<file path="src/rtl/pipe_stage_skid.sv">
// Purpose     : valid/ready pipeline stage register with flush and optional one-entry skid buffer.
// Latency     : 1 cycle from accept to out_data; no combinational in->out path.
// Backpressure: SKID=1 -> in_ready registered (low only while skid is full); SKID=0 -> in_ready = !out_valid | out_ready.
//
// Ports:
//   i_clk        clock, all state updates on posedge
//   i_reset      synchronous active-high reset, clears all state
//   i_flush      kills all held entries next cycle (data registers left as-is)
//   i_in_valid   upstream payload present on i_in_data
//   o_in_ready   stage can accept this cycle
//   i_in_data    payload from upstream [WIDTH-1:0]
//   o_out_valid  o_out_data holds a live payload
//   i_out_ready  downstream consumes this cycle
//   o_out_data   payload to downstream [WIDTH-1:0], driven only from the main register
//   o_count      entries held (0..2)
module pipe_stage_skid #(
    parameter int WIDTH = 16,
    parameter int SKID  = 1
) (
    input  logic             i_clk,
    input  logic             i_reset,
    input  logic             i_flush,
    input  logic             i_in_valid,
    output logic             o_in_ready,
    input  logic [WIDTH-1:0] i_in_data,
    output logic             o_out_valid,
    input  logic             i_out_ready,
    output logic [WIDTH-1:0] o_out_data,
    output logic [1:0]       o_count
);

    // Encoding is {main_v, skid_v}; {0,1} cannot be reached.
    typedef enum logic [1:0] {
        ST_EMPTY = 2'b00,
        ST_ONE   = 2'b10,
        ST_FULL  = 2'b11
    } state_t;

    state_t           r_state;
    state_t           w_state_nxt;
    logic [WIDTH-1:0] r_main_d;
    logic [WIDTH-1:0] r_skid_d;
    logic             w_in_fire;
    logic             w_out_fire;
    logic             w_load_main_in;
    logic             w_load_main_skid;
    logic             w_load_skid;

    // With the skid entry, ready depends only on local state, which breaks
    // the combinational ready chain back through the pipeline.
    assign o_in_ready  = (SKID != 0) ? (r_state != ST_FULL)
                                     : ((r_state == ST_EMPTY) | i_out_ready);
    assign o_out_valid = r_state[1];
    assign o_out_data  = r_main_d;
    assign o_count     = {1'b0, r_state[1]} + {1'b0, r_state[0]};

    assign w_in_fire   = i_in_valid & o_in_ready;
    assign w_out_fire  = r_state[1] & i_out_ready;

    always_comb begin
        w_state_nxt      = r_state;
        w_load_main_in   = 1'b0;
        w_load_main_skid = 1'b0;
        w_load_skid      = 1'b0;
        case (r_state)
            ST_EMPTY: begin
                if (w_in_fire) begin
                    w_load_main_in = 1'b1;
                    w_state_nxt    = ST_ONE;
                end
            end
            ST_ONE: begin
                // For SKID=0 an accept here always coincides with an issue,
                // so the entry is simply replaced at full rate.
                if (w_in_fire && w_out_fire) begin
                    w_load_main_in = 1'b1;
                end else if (w_in_fire) begin
                    w_load_skid = 1'b1;
                    w_state_nxt = ST_FULL;
                end else if (w_out_fire) begin
                    w_state_nxt = ST_EMPTY;
                end
            end
            ST_FULL: begin
                if (w_out_fire) begin
                    w_load_main_skid = 1'b1;
                    w_state_nxt      = ST_ONE;
                end
            end
            default: begin
                w_state_nxt = ST_EMPTY;
            end
        endcase
        // Flush drops everything held, including anything accepted this cycle;
        // an issue in this cycle has already been taken by downstream.
        if (i_flush) begin
            w_state_nxt = ST_EMPTY;
        end
    end

    always_ff @(posedge i_clk) begin
        if (i_reset) begin
            r_state <= ST_EMPTY;
        end else begin
            r_state <= w_state_nxt;
        end
    end

    always_ff @(posedge i_clk) begin
        if (i_reset) begin
            r_main_d <= '0;
            r_skid_d <= '0;
        end else begin
            if (w_load_main_in) begin
                r_main_d <= i_in_data;
            end else if (w_load_main_skid) begin
                r_main_d <= r_skid_d;
            end
            if (w_load_skid) begin
                r_skid_d <= i_in_data;
            end
        end
    end

endmodule

</file>
<file path="config.mk">
export PLATFORM = sky130hd
export DESIGN_NAME = pipe_stage_skid
export DESIGN_NICKNAME = d
export VERILOG_FILES = /design/src/rtl/pipe_stage_skid.sv
export SDC_FILE = /design/constraint.sdc
export NUM_CORES = 1
export LEC_CHECK = 0
export CAP_MARGIN = 20
export CORE_ASPECT_RATIO = 0.6
export CORE_MARGIN = 1.5
export CORE_UTILIZATION = 40
export CTS_BUF_LIST = sky130_fd_sc_hd__clkbuf_4 sky130_fd_sc_hd__clkbuf_8
export CTS_CLUSTER_SIZE = 16
export DETAILED_ROUTE_END_ITERATION = 7
export HOLD_SLACK_MARGIN = 0.1
export PLACE_DENSITY = 0.77
export SYNTH_ARGS = -nofsm -noshare
export SYNTH_HDL_FRONTEND = slang
export SYNTH_SLANG_ARGS = --single-unit
</file>
<file path="constraint.sdc">
create_clock -name i_clk -period 2.95 [get_ports i_clk]
set_input_delay 0.885 -clock i_clk [delete_from_list [all_inputs] [get_ports i_clk]]
set_output_delay 0.885 -clock i_clk [all_outputs]
set_load 0.03 [all_outputs]
</file>
# Word level (Yosys, flattened, before mapping)

Cells that the tools add are included.

$add $sub $neg: 1
Equal/unequal tests: 7
Muxes and demuxes: 15
Bitwise logic cells: 2
Reduce and logical (&&, ||, !) cells: 5

Operators by type and width:

| operator           | number |
|---|---|
| $mux 16            | 2 |
| $mux 2             | 5 |
| $ne 2x2->1 const B | 4 |
| $mux 1             | 6 |
| $pmux 2 s3         | 1 |
| $eq 2x2->1 const B | 2 |
| $reduce_and 4->1   | 1 |
| $ne 3x3->1 const B | 1 |
| $add 1x1->2        | 1 |
| $and 1x1->1        | 2 |
| $logic_not 2->1    | 1 |
| $pmux 1 s2         | 1 |
| $reduce_bool 2->1  | 1 |
| $reduce_or 2->1    | 1 |
| $logic_and 1x1->1  | 1 |

Flip-flop bits (word level): 34
Input bits: 21
Output and inout port bits: 20
Logic and storage cells: 33

# Logic depth before layout (Yosys ltp)

Gate-level depths: netlist of the first run.

Depth after elaboration: 6
Depth in mapped cells: 7
Gate-level depth less buffers: 6

# Least setup slack after synthesis of the first run

No wires, ideal clock.

Path type: reg2out
From: register r_state[1]
To: output port o_in_ready
Data arrival time: 1.363 ns
Data required time: 2.065 ns
Path slack: 0.702 ns
Stages on the path, launching flop included: 3
Path buffers: 0
Path through: dfxtp_1 -> ha_1 -> inv_1

Cells in the longest elaborated chain, start to end: 1

Ends and longest elaborated chain:

| element                | line | RTL |
|---|---|---|
| start, declared        | 39   | `state_t r_state;` |
| start signal, assigned | 105  | `r_state <= w_state_nxt;` |
| $ne 2x2->1             | 51   | `assign o_in_ready = (SKID != 0) ? (r_state != ST_FULL)` |
| end, declared          | 24   | `output logic o_in_ready,` |

No other way between the ends.

# Worst setup path in the final report of the first run

From: register r_state[1]
To: output port o_count[0]

Cells in the longest elaborated chain, start to end: 1

Ends and longest elaborated chain:

| element       | line | RTL |
|---|---|---|
| $add 1x1->2   | 55   | `assign o_count = {1'b0, r_state[1]} + {1'b0, r_state[0]};` |
| end, declared | 29   | `output logic [1:0] o_count` |

No other way between the ends.

==> metrics.json, run 1 <==
{
  "critical_path_class": "flip-flop to output port",
  "layout_min_cycle_time_ps": 2778,
  "run_status": "finished clean",
  "io_buffer_count": 40,
  "dieArea_um2": 4057,
  "rsz0062_at_grt": "false",
  "placedCellCount": 246,
  "timing.critical_path.arrival_ps": 1890,
  "grtUsageTotal": 0.1676,
  "yosys.area_share.adder": 0.03407,
  "yosysWarningCount": 0,
  "cell_taking_the_most_area_after_synthesis": "sky130_fd_sc_hd__dfxtp_1",
  "first_pass_grt_wire_length_um": 5106,
  "slew_headroom": 0.7751,
  "worstPathCellList": "inv_1 -> ha_1 -> clkdlybuf4s50_1",
  "min_period_over_period": 0.9417,
  "worst_case_vdd_ir_drop_mv": 0.2389,
  "tritoncts_num_sinks": 34,
  "yosys-top-cells-area": "sky130_fd_sc_hd__dfxtp_1 46%, sky130_fd_sc_hd__mux2i_1 13%, sky130_fd_sc_hd__nand2_1 9.5%",
  "insertedDiodeCount": 0,
  "dpl_worst_slack_ps": 487.9,
  "gr-total-overflow": 0,
  "power-per-cell-area_nw_per_um2": 528.5,
  "dr_wl_met2_um": 1261,
  "syn_area_um2": 1469,
  "core-area_um2": 3383,
  "routed-wl-met3_um": 207,
  "number_of_hold_violations_in_the_final_report": 0,
  "cts_buffers": 5,
  "slowest_delay_ps": 670,
  "achievable-frequency_mhz": 360.0,
  "most_common_cell_after_layout_fill_and_taps_aside": "sky130_fd_sc_hd__clkdlybuf4s50_1",
  "grt_antenna_before_repair": 0,
  "gpl.final_weighted_congestion": 0.8328,
  "mostFrequentLayoutCells": "40 x sky130_fd_sc_hd__clkdlybuf4s50_1, 37 x sky130_fd_sc_hd__nand2_1, 34 x sky130_fd_sc_hd__dfxtp_1, 19 x sky130_fd_sc_hd__mux2i_1",
  "drt-met1-wl_um": 1700,
  "detail_route.first_pass.iterations": 4,
  "routed.top_layer": "met4",
  "clock_tree_from_tritoncts": "yes",
  "synth.area.mux_share": 0.1295,
  "critical_path_peak_fanout": 9,
  "count_of_vias_placed_by_the_detailed_router": 1249,
  "ioPinCount": 41,
  "synth-compound-area-share": 0.1550,
  "clkLatencyLatePin_ps": 280,
  "timing.setup.tns_ps": 0,
  "clk_pin_slew_ps": 70,
  "final_net_count": 233,
  "die_h_um": 49.94,
  "worst-endpoint-required_ps": 2070,
  "syn_inst": 167,
  "power.leakage_nw": 0.8253,
  "ys_seq_elements": 34,
  "htree_levels": 2,
  "cts-root-to-sink-buffers": 2,
  "finalWorstSetupSlack_ps": 172.0,
  "antenna_left": 0,
  "die_wd_um": 81.24,
  "power_mw": 1.057,
  "critical_path_buf_inv_count": 2,
  "tightestPinTransition_ps": 337.0,
  "max_cap_violations": 0,
  "floorplan.initialDensity": 0.4342,
  "seq_area_frac_synth": 0.4634,
  "syn2layout_area_growth_pct": 36.12,
  "synth_xor_xnor_area_share": 0,
  "post_cts.repair.setup_buffers": 0,
  "min-delay-path-class": "flip-flop to flip-flop",
  "holdBufCountCts": 0,
  "cts_resized": 0,
  "grt_pass1_vias": 1099,
  "slowest_stage": "sky130_fd_sc_hd__clkdlybuf4s50_1",
  "fin_cells": 254,
  "synth.net_count": 192,
  "post_route_cells_drive_above_1_share": 0.07656,
  "final_core_util": 0.5910,
  "residual_drc_count": 0,
  "yosysUniqueCellTypes": 20,
  "clock_tree.root_cell": "sky130_fd_sc_hd__clkbuf_8",
  "drt_iter0_markers": 57,
  "final-setup-viol-count": 0,
  "postSynthAreaPerCell_um2": 8.796,
  "synth_top_family_by_area": "simple AND/OR/NAND/NOR gates",
  "dp.final_hpwl_um": 2175,
  "final.fill_count": 290,
  "timing.clock.skew_ps": 5.099,
  "slew_violations": 0,
  "viasPerCell": 4.917,
  "grt_max_degree": 34,
  "wirelength_um": 3185,
  "cpLargestDelayFamily": "buffers and inverters",
  "endpoint_kind": "output port",
  "crit_path_start_kind": "flip-flop",
  "wire_per_inst_um": 12.54,
  "std_cell_rows": 16,
  "netlist.area_leader.share": 0.4634,
  "synthSimpleGateAreaFrac": 0.1755
}
final timing paths:
path                     from  slack, ps              to  cells after the start
hold / removal    r_skid_d[1]        460     r_skid_d[1]                      2
setup reg to reg   r_state[1]       1090  o_out_data[11]                      6
hold reg to reg   r_skid_d[1]        460     r_skid_d[1]                      2
setup / recovery   r_state[1]        170      o_count[0]                      3
logic make-up after synthesis:
group / Yosys count
adder cells (fa/ha/maj): 4
AO/OA/AOI/OAI: 36
flip-flops: 34
AND/OR/NAND/NOR: 61
multiplexers: 19
buffers and inverters: 13
power breakdown:
part           total (mW)  leakage, nW  internal (mW)  switching [mW]
Clock               0.356       0.0472          0.188           0.169
Sequential          0.503        0.279          0.486          0.0164
Combinational       0.198        0.499         0.0901           0.108
Total                1.06        0.825          0.764           0.293
worst reg2reg max path: cells and delay by family, from the launching register on:
kind	cells	cell delay, ps
adders and majority gates	1	310
and+or+nand+nor	2	340
AOI/OAI and AO/OA	2	310
buffers and inverters	1	310
DFF	1	510
cells in the mapped netlist:
master,number
sky130_fd_sc_hd__nand2_1,37
sky130_fd_sc_hd__dfxtp_1,34
sky130_fd_sc_hd__mux2i_1,19
sky130_fd_sc_hd__a21oi_1,17
sky130_fd_sc_hd__nor2_1,17
sky130_fd_sc_hd__a211oi_1,16
sky130_fd_sc_hd__clkbuf_1,5
sky130_fd_sc_hd__ha_1,4
sky130_fd_sc_hd__buf_4,3
sky130_fd_sc_hd__inv_1,3
sky130_fd_sc_hd__buf_2,2
sky130_fd_sc_hd__nand3_2,2
sky130_fd_sc_hd__a21oi_2,1
sky130_fd_sc_hd__and2b_1,1
sky130_fd_sc_hd__and3_1,1
sky130_fd_sc_hd__nand3b_1,1
sky130_fd_sc_hd__nor2b_1,1
sky130_fd_sc_hd__o21ai_0,1
sky130_fd_sc_hd__o21ai_2,1
sky130_fd_sc_hd__or4_1,1
metal layers:
metal / up-vias / global-route usage
li1: 656 / -
met1: 556 / 0.2424
met2: 35 / 0.2181
met3: 2 / 0.06852
met4: 0 / 0.06034
met5: - / 0
layout make-up:
cell class / count / area (um2) / share of cell area
timing repair buffer: 44 / 430.4 / 0.2153
tap: 45 / 56.30 / 0.02816
clock buffer: 6 / 82.58 / 0.04130
sequential: 34 / 680.7 / 0.3404
clock inverter: 2 / 12.51 / 0.006258
multi-input combinational: 120 / 725.7 / 0.3630
inverter: 3 / 11.26 / 0.005632
stage by stage:
step,hold slack [ps],instance area (um2)
CTS,456.4,1999
finish,456.0,1999
detailed placement,446.4,1904
global placement,442.5,1904
floorplan,435.7,1469
global route,477.3,1999
flip-flops by register name, summed over array words and instances, names as in the netlist:
name and cells:
o_out_data 16, r_skid_d 16, r_state 2
(Power assumes the default switching activity.)
==> run 2: changes to the inputs <==
--- a/config.mk
+++ b/config.mk
@@ -10,10 +10,11 @@
 export CORE_MARGIN = 1.5
 export CORE_UTILIZATION = 40
 export CTS_BUF_LIST = sky130_fd_sc_hd__clkbuf_4 sky130_fd_sc_hd__clkbuf_8
-export CTS_CLUSTER_SIZE = 16
+export CTS_CLUSTER_SIZE = 25
 export DETAILED_ROUTE_END_ITERATION = 7
 export HOLD_SLACK_MARGIN = 0.1
 export PLACE_DENSITY = 0.77
+export SLEW_MARGIN = 0
 export SYNTH_ARGS = -nofsm -noshare
 export SYNTH_HDL_FRONTEND = slang
 export SYNTH_SLANG_ARGS = --single-unit
==> results of run 2 <==
Same layout as run 1: the final DEF is identical, and so are final timing and power.
